$ cat config.mk
export PLATFORM = sky130hd
export DESIGN_NAME = sync_fifo_ctrl
export DESIGN_NICKNAME = d
export VERILOG_FILES = /design/src/rtl/fifo_pkg.sv /design/src/rtl/fifo_ptr.sv /design/src/rtl/sync_fifo_ctrl.sv
export SDC_FILE = /design/constraint.sdc
export NUM_CORES = 1
export LEC_CHECK = 0
export ABC_CLOCK_PERIOD_IN_PS = 5400
export BUFFER_PORTS_ARGS = -buffer_cell sky130_fd_sc_hd__buf_2
export CAP_MARGIN = 20
export CORE_MARGIN = 8
export CORE_UTILIZATION = 35
export DETAILED_ROUTE_END_ITERATION = 12
export SYNTH_ARGS = -nofsm -noshare
export SYNTH_HDL_FRONTEND = slang
export SYNTH_SLANG_ARGS = --single-unit
$ cat constraint.sdc
create_clock -name clk_i -period 5.4 [get_ports clk_i]
set_input_delay 0.54 -clock clk_i [delete_from_list [all_inputs] [get_ports clk_i]]
set_output_delay 0.54 -clock clk_i [all_outputs]
set_load 0.03 [all_outputs]
$ cat src/rtl/fifo_pkg.sv
// Shared helpers for the single-clock FIFO.
// Width derivation and configuration sanity checks.
package fifo_pkg;

  function automatic int ptr_w(input int depth);
    return (depth > 1) ? $clog2(depth) : 1;
  endfunction

  function automatic int cnt_w(input int depth);
    return (depth > 0) ? $clog2(depth + 1) : 1;
  endfunction

  function automatic bit cfg_ok(
    input int depth,
    input int af,
    input int ae
  );
    return (depth >= 1) && (af >= 1) && (af <= depth)
        && (ae >= 0) && (ae < depth);
  endfunction

endpackage

$ cat src/rtl/fifo_ptr.sv
// Modulo-DEPTH pointer with synchronous clear.
// Wraps explicitly so non-power-of-two depths work.
module fifo_ptr
  import fifo_pkg::*;
#(
  parameter int DEPTH = 8,
  parameter int PW    = ptr_w(DEPTH)
) (
  input  logic          clk_i,
  input  logic          rst_n_i,
  input  logic          clr_i,
  input  logic          inc_i,
  output logic [PW-1:0] ptr_o
);

  localparam logic [PW-1:0] LAST = PW'(DEPTH - 1);

  logic [PW-1:0] ptr_q, ptr_d;

  always_comb begin
    ptr_d = ptr_q;
    if (clr_i) begin
      ptr_d = '0;
    end else if (inc_i) begin
      ptr_d = (ptr_q == LAST) ? '0 : ptr_q + PW'(1);
    end
  end

  always_ff @(posedge clk_i) begin
    if (!rst_n_i) begin
      ptr_q <= '0;
    end else begin
      ptr_q <= ptr_d;
    end
  end

  assign ptr_o = ptr_q;

endmodule

$ cat src/rtl/sync_fifo_ctrl.sv
// Single-clock valid/ready FIFO with optional fall-through,
// flush, exact level and almost-full/almost-empty flags.
module sync_fifo_ctrl
  import fifo_pkg::*;
#(
  parameter int DATA_WIDTH   = 32,
  parameter int DEPTH        = 8,
  parameter int FALL_THROUGH = 0,
  parameter int AF_THRESH    = DEPTH - 1,
  parameter int AE_THRESH    = 1,
  parameter int CNT_WIDTH    = cnt_w(DEPTH)
) (
  input  logic                  clk_i,
  input  logic                  rst_n_i,
  input  logic                  flush_i,
  input  logic [DATA_WIDTH-1:0] src_data_i,
  input  logic                  src_valid_i,
  output logic                  src_ready_o,
  output logic [DATA_WIDTH-1:0] dst_data_o,
  output logic                  dst_valid_o,
  input  logic                  dst_ready_i,
  output logic [CNT_WIDTH-1:0]  level_o,
  output logic                  almost_full_o,
  output logic                  almost_empty_o
);

  localparam int PW = ptr_w(DEPTH);
  localparam bit FT = (FALL_THROUGH != 0);

  if (!cfg_ok(DEPTH, AF_THRESH, AE_THRESH)) begin : g_cfg_err
    $error("sync_fifo_ctrl: illegal DEPTH/AF_THRESH/AE_THRESH");
  end

  logic [DATA_WIDTH-1:0] mem_q [DEPTH];
  logic [CNT_WIDTH-1:0]  count_q, count_d;
  logic [PW-1:0]         wr_ptr, rd_ptr;

  logic empty, full;
  logic push, pop, bypass;
  logic wr_en, rd_inc;

  assign empty = (count_q == '0);
  assign full  = (count_q == CNT_WIDTH'(DEPTH));

  assign src_ready_o = !full;
  assign dst_valid_o = !empty
                    || (FT && src_valid_i && !flush_i);
  assign dst_data_o  = (FT && empty) ? src_data_i
                                     : mem_q[rd_ptr];

  assign push   = src_valid_i && src_ready_o;
  assign pop    = dst_valid_o && dst_ready_i;
  assign bypass = FT && empty && push && pop;

  assign wr_en  = push && !bypass && !flush_i;
  assign rd_inc = pop && !empty && !flush_i;

  fifo_ptr #(
    .DEPTH (DEPTH),
    .PW    (PW)
  ) u_wr_ptr (
    .clk_i   (clk_i),
    .rst_n_i (rst_n_i),
    .clr_i   (flush_i),
    .inc_i   (wr_en),
    .ptr_o   (wr_ptr)
  );

  fifo_ptr #(
    .DEPTH (DEPTH),
    .PW    (PW)
  ) u_rd_ptr (
    .clk_i   (clk_i),
    .rst_n_i (rst_n_i),
    .clr_i   (flush_i),
    .inc_i   (rd_inc),
    .ptr_o   (rd_ptr)
  );

  // Storage is never reset; count gates visibility.
  always_ff @(posedge clk_i) begin
    if (rst_n_i && wr_en) begin
      mem_q[wr_ptr] <= src_data_i;
    end
  end

  always_comb begin
    count_d = count_q;
    if (flush_i) begin
      count_d = '0;
    end else if (push && !pop) begin
      count_d = count_q + CNT_WIDTH'(1);
    end else if (pop && !push) begin
      count_d = count_q - CNT_WIDTH'(1);
    end
  end

  always_ff @(posedge clk_i) begin
    if (!rst_n_i) begin
      count_q <= '0;
    end else begin
      count_q <= count_d;
    end
  end

  assign level_o        = count_q;
  assign almost_full_o  = (count_q >= CNT_WIDTH'(AF_THRESH));
  assign almost_empty_o = (count_q <= CNT_WIDTH'(AE_THRESH));

endmodule

==> key figures <==
Global routing
  – Total GRT Usage: 11.68%
  – Wire length of the first global-routing pass: 31980 um
  – Number of antenna violations at the first check in global routing: 4
  – Maximum number of pins on one net before global-route repair: 65
  – Vias in the first global route: 5268
  – Total global routing overflow: 0

Floorplan
  – Die width: 188.4 um
  – Std-Cell Core Area: 0.02948 mm^2
  – Chip height: 188.4 um
  – Effective utilization at floorplan: 35.30%
  – Number of placement rows: 63
  – Die ar.: 0.03551 mm^2
  – Number of primary I/O pins: 77

STA
  – Fmax: 0.2793 GHz
  – Relative slew slack: 26.84%
  – Hold Vio Cnt, Final: 0
  – Transition time at the pin with the least slew margin: 1.097 ns
  – Final number of max-transition violations: 0
  – Clock Skew: 0.02265 ns
  – Time the worst path needs with I/O delays and setup: 3.580 ns
  – Worst hold slack after final layout: 0.2803 ns
  – Accumulated negative setup slack: 0 ns
  – Unrepaired setup endpoints after global routing: false
  – Setup Viol. Count Final: 0
  – Ratio of final minimum period to clock period: 66.30%

Synth
  – Netlist cell types: 32
  – Nets in the synthesized netlist: 499
  – Syn avg cell area: 22.92 um^2
  – Syn Std Cell Area: 0.01041 mm^2
  – Seq/Total Area, Yosys: 76.36%
  – Synth Register Bits: 269
  – Gate Count Post-Synth: 454
  – Yosys warning count: 0

Finish
  – Final std cell area, no fill: 0.01220 mm^2
  – Combined flip-flop and latch cell area: 0.007956 mm^2
  – Fillers: 2595
  – Layout area overhead: 17.22%
  – Area of the multi-input gates: 0.002362 mm^2
  – Ratio of cells with drive above 1 in the final layout: 37.96%
  – Final net count: 594
  – Number of antenna repair diodes: 0

Drt
  – Post-DR vias/cell: 4.970
  – Mean routed wirelength per cell: 21.91 um
  – Routed WL: 21010 um
  – Vias post-DR: 4766
  – Initial DRC count: 274
  – Drt pass-1 iters: 5
  – Post-detailed-route count of antenna-violating nets: 0
  – # DRC: 0

Power and ir drop
  – Total power of the final layout: 4502 uW
  – Leakage: 0.003916 uW
  – Power Density: 369.0 mW/mm^2
  – Peak supply drop: 221.2 uV

Critical path
  – Required @ worst endpoint: 4.86 ns
  – Startpoint type of the worst setup path: flip-flop
  – Nature of the critical path endpoint: primary output
  – Maximum fanout along the worst path: 47
  – Start-to-end type of the worst setup path: reg -> out
  – CP Data Arrival Time: 3.04 ns

Placement
  – Global placement routability congestion: 0.7248
  – Placement Cell Area: 0.01128 mm^2
  – Number of port buffers: 76
  – DP HPWL: 11170 um

Clock tree
  – Htree depth: 1
  – Buffer type at the clock tree root: sky130_fd_sc_hd__clkbuf_16
  – Number of sinks driven by the clock tree: 269
  – Clk_lat worst skew: 0.53 ns
  – Number of buffers inserted for hold repair after clock tree synthesis: 0
  – Buffers from clock root to sink, at most: 3
  – Post-CTS clock slew at the launch and capture registers of the worst setup and hold paths: 0.06 ns
  – Postcts setup bufs: 0
  – Clock tree from TritonCTS: yes
  – Resized cells post-CTS: 0
  – Number of buffers created by CTS: 28

Min path
  – Class of the most critical hold timing path: in -> reg

Status
  – Run status: complete, no violations

Flow run
  – Max-cap violations: 0
[report_power, final]
| group | internal [uW] | switching (uW) | total [uW] |
|---|---|---|---|
| registers | 2300 | 24.3 | 2320 |
| clock network | 1160 | 757 | 1920 |
| logic | 106 | 152 | 258 |
| total | 3570 | 934 | 4500 |
[layout by cell type, fill, tap and decap left out, drive strengths merged]
cell / Yosys / final
edfxtp: 256 / 256
buf: 16 / 85
mux4: 64 / 64
clkbuf: 4 / 33
mux2: 32 / 32
dfxtp: 13 / 13
clkinv: 0 / 12
nor2: 10 / 10
o21ai: 8 / 8
a21oi: 8 / 8
ha: 8 / 8
inv: 6 / 6
nand3: 4 / 4
bufinv: 0 / 4
or4: 4 / 4
nand2: 3 / 3
nand2b: 3 / 3
nor3: 3 / 3
nand4: 2 / 2
mux2i: 2 / 2
and3b: 1 / 1
nor3b: 1 / 1
nor2b: 1 / 1
a21o: 1 / 1
xnor2: 1 / 1
xor2: 1 / 1
or3: 1 / 1
a2111o: 1 / 1
clkinvlp: 0 / 1
[layout make-up]
cell class	count	share of cell area (%)
flip-flops and latches	269	65.22
multi-input cells	159	19.36
clock buffers	33	6.072
well taps	390	4.000
repair buffers	85	3.672
clock inverters	17	1.487
inverters	6	0.1846
[Yosys cell counts]
| master | number | share of area (%) |
|---|---|---|
| sky130_fd_sc_hd__nand4_1 | 2 | 0.12 |
| sky130_fd_sc_hd__inv_1 | 6 | 0.22 |
| sky130_fd_sc_hd__clkbuf_2 | 1 | 0.048 |
| sky130_fd_sc_hd__nand2_1 | 3 | 0.11 |
| sky130_fd_sc_hd__buf_1 | 7 | 0.25 |
| sky130_fd_sc_hd__nor3_2 | 1 | 0.096 |
| sky130_fd_sc_hd__or3_2 | 1 | 0.072 |
| sky130_fd_sc_hd__nor3_1 | 2 | 0.096 |
| sky130_fd_sc_hd__xor2_1 | 1 | 0.084 |
| sky130_fd_sc_hd__nor2_1 | 10 | 0.36 |
| sky130_fd_sc_hd__a21oi_1 | 8 | 0.38 |
| sky130_fd_sc_hd__nor2b_1 | 1 | 0.060 |
| sky130_fd_sc_hd__nand2b_1 | 3 | 0.18 |
| sky130_fd_sc_hd__buf_2 | 2 | 0.096 |
| sky130_fd_sc_hd__a21o_2 | 1 | 0.084 |
| sky130_fd_sc_hd__or4_1 | 2 | 0.14 |
| sky130_fd_sc_hd__buf_6 | 7 | 0.76 |
| sky130_fd_sc_hd__xnor2_1 | 1 | 0.084 |
| sky130_fd_sc_hd__mux4_2 | 43 | 9.3 |
| sky130_fd_sc_hd__mux4_1 | 21 | 5.3 |
| sky130_fd_sc_hd__dfxtp_1 | 13 | 2.5 |
| sky130_fd_sc_hd__a2111o_1 | 1 | 0.11 |
| sky130_fd_sc_hd__mux2i_1 | 2 | 0.19 |
| sky130_fd_sc_hd__or4_4 | 2 | 0.22 |
| sky130_fd_sc_hd__clkbuf_1 | 3 | 0.11 |
| sky130_fd_sc_hd__nor3b_1 | 1 | 0.072 |
| sky130_fd_sc_hd__o21ai_0 | 8 | 0.38 |
| sky130_fd_sc_hd__and3b_1 | 1 | 0.084 |
| sky130_fd_sc_hd__nand3_1 | 4 | 0.19 |
| sky130_fd_sc_hd__ha_1 | 8 | 0.96 |
| sky130_fd_sc_hd__mux2_2 | 32 | 3.5 |
| sky130_fd_sc_hd__edfxtp_1 | 256 | 74 |
[state kept, by name, summed over array words and instances (netlist names), named ones only]
signal / flops
level_o: 4
mem_q: 256
u_rd_ptr.ptr_o: 3
u_wr_ptr.ptr_o: 3
[final timing paths]
check,startpoint,end,slack (ns),depth (start not counted)
worst max-delay path,flip-flop,dst_data_o[6],1.82,4
worst min-delay path,src_data_i[4],mem_q[0][4],0.28,1
worst max register to register,level_o[0],mem_q[5][27],2.49,7
worst min register to register,u_rd_ptr.ptr_o[1],flip-flop,0.51,2
[critical path, cell delays in order, from the launching register on]
cell and delay [ns]:
sky130_fd_sc_hd__dfxtp_4 0.95, sky130_fd_sc_hd__buf_4 0.47, sky130_fd_sc_hd__mux4_1 0.61, sky130_fd_sc_hd__mux2_2 0.27, sky130_fd_sc_hd__buf_2 0.18
[logic make-up (layout without fill, tap and decap cells)]
| kind of cell | count (synthesis) | in the layout | share of synthesized area (%) |
|---|---|---|---|
| flip-flops | 269 | 269 | 76.36 |
| multiplexers | 98 | 98 | 18.26 |
| AND/OR/NAND/NOR | 33 | 33 | 1.803 |
| buffers and inverters | 26 | 141 | 1.479 |
| AO/OA/AOI/OAI | 18 | 18 | 0.9618 |
| adder cells (fa/ha/maj) | 8 | 8 | 0.9618 |
| XOR/XNOR | 2 | 2 | 0.1683 |
[stage by stage]
step / utilization (%) / setup slack, ns / cells
after floorplan: - / 1.043 / 454
after global placement: 38.25 / 2.292 / 909
after detailed placement: 38.25 / 2.256 / 909
after CTS: 41.38 / 1.702 / 959
after global routing: 41.38 / 1.572 / 959
final: 41.38 / 1.820 / 959
[metal layers]
layer	GRT usage [%]	vias up	wire, um
met2	19.62	91	10260
met5	0	-	57
met4	3.127	8	431
met1	14.77	2515	9202
li1	-	2111	-
met3	3.105	41	1061
Note: power is estimated with default switching activity, not from simulation.
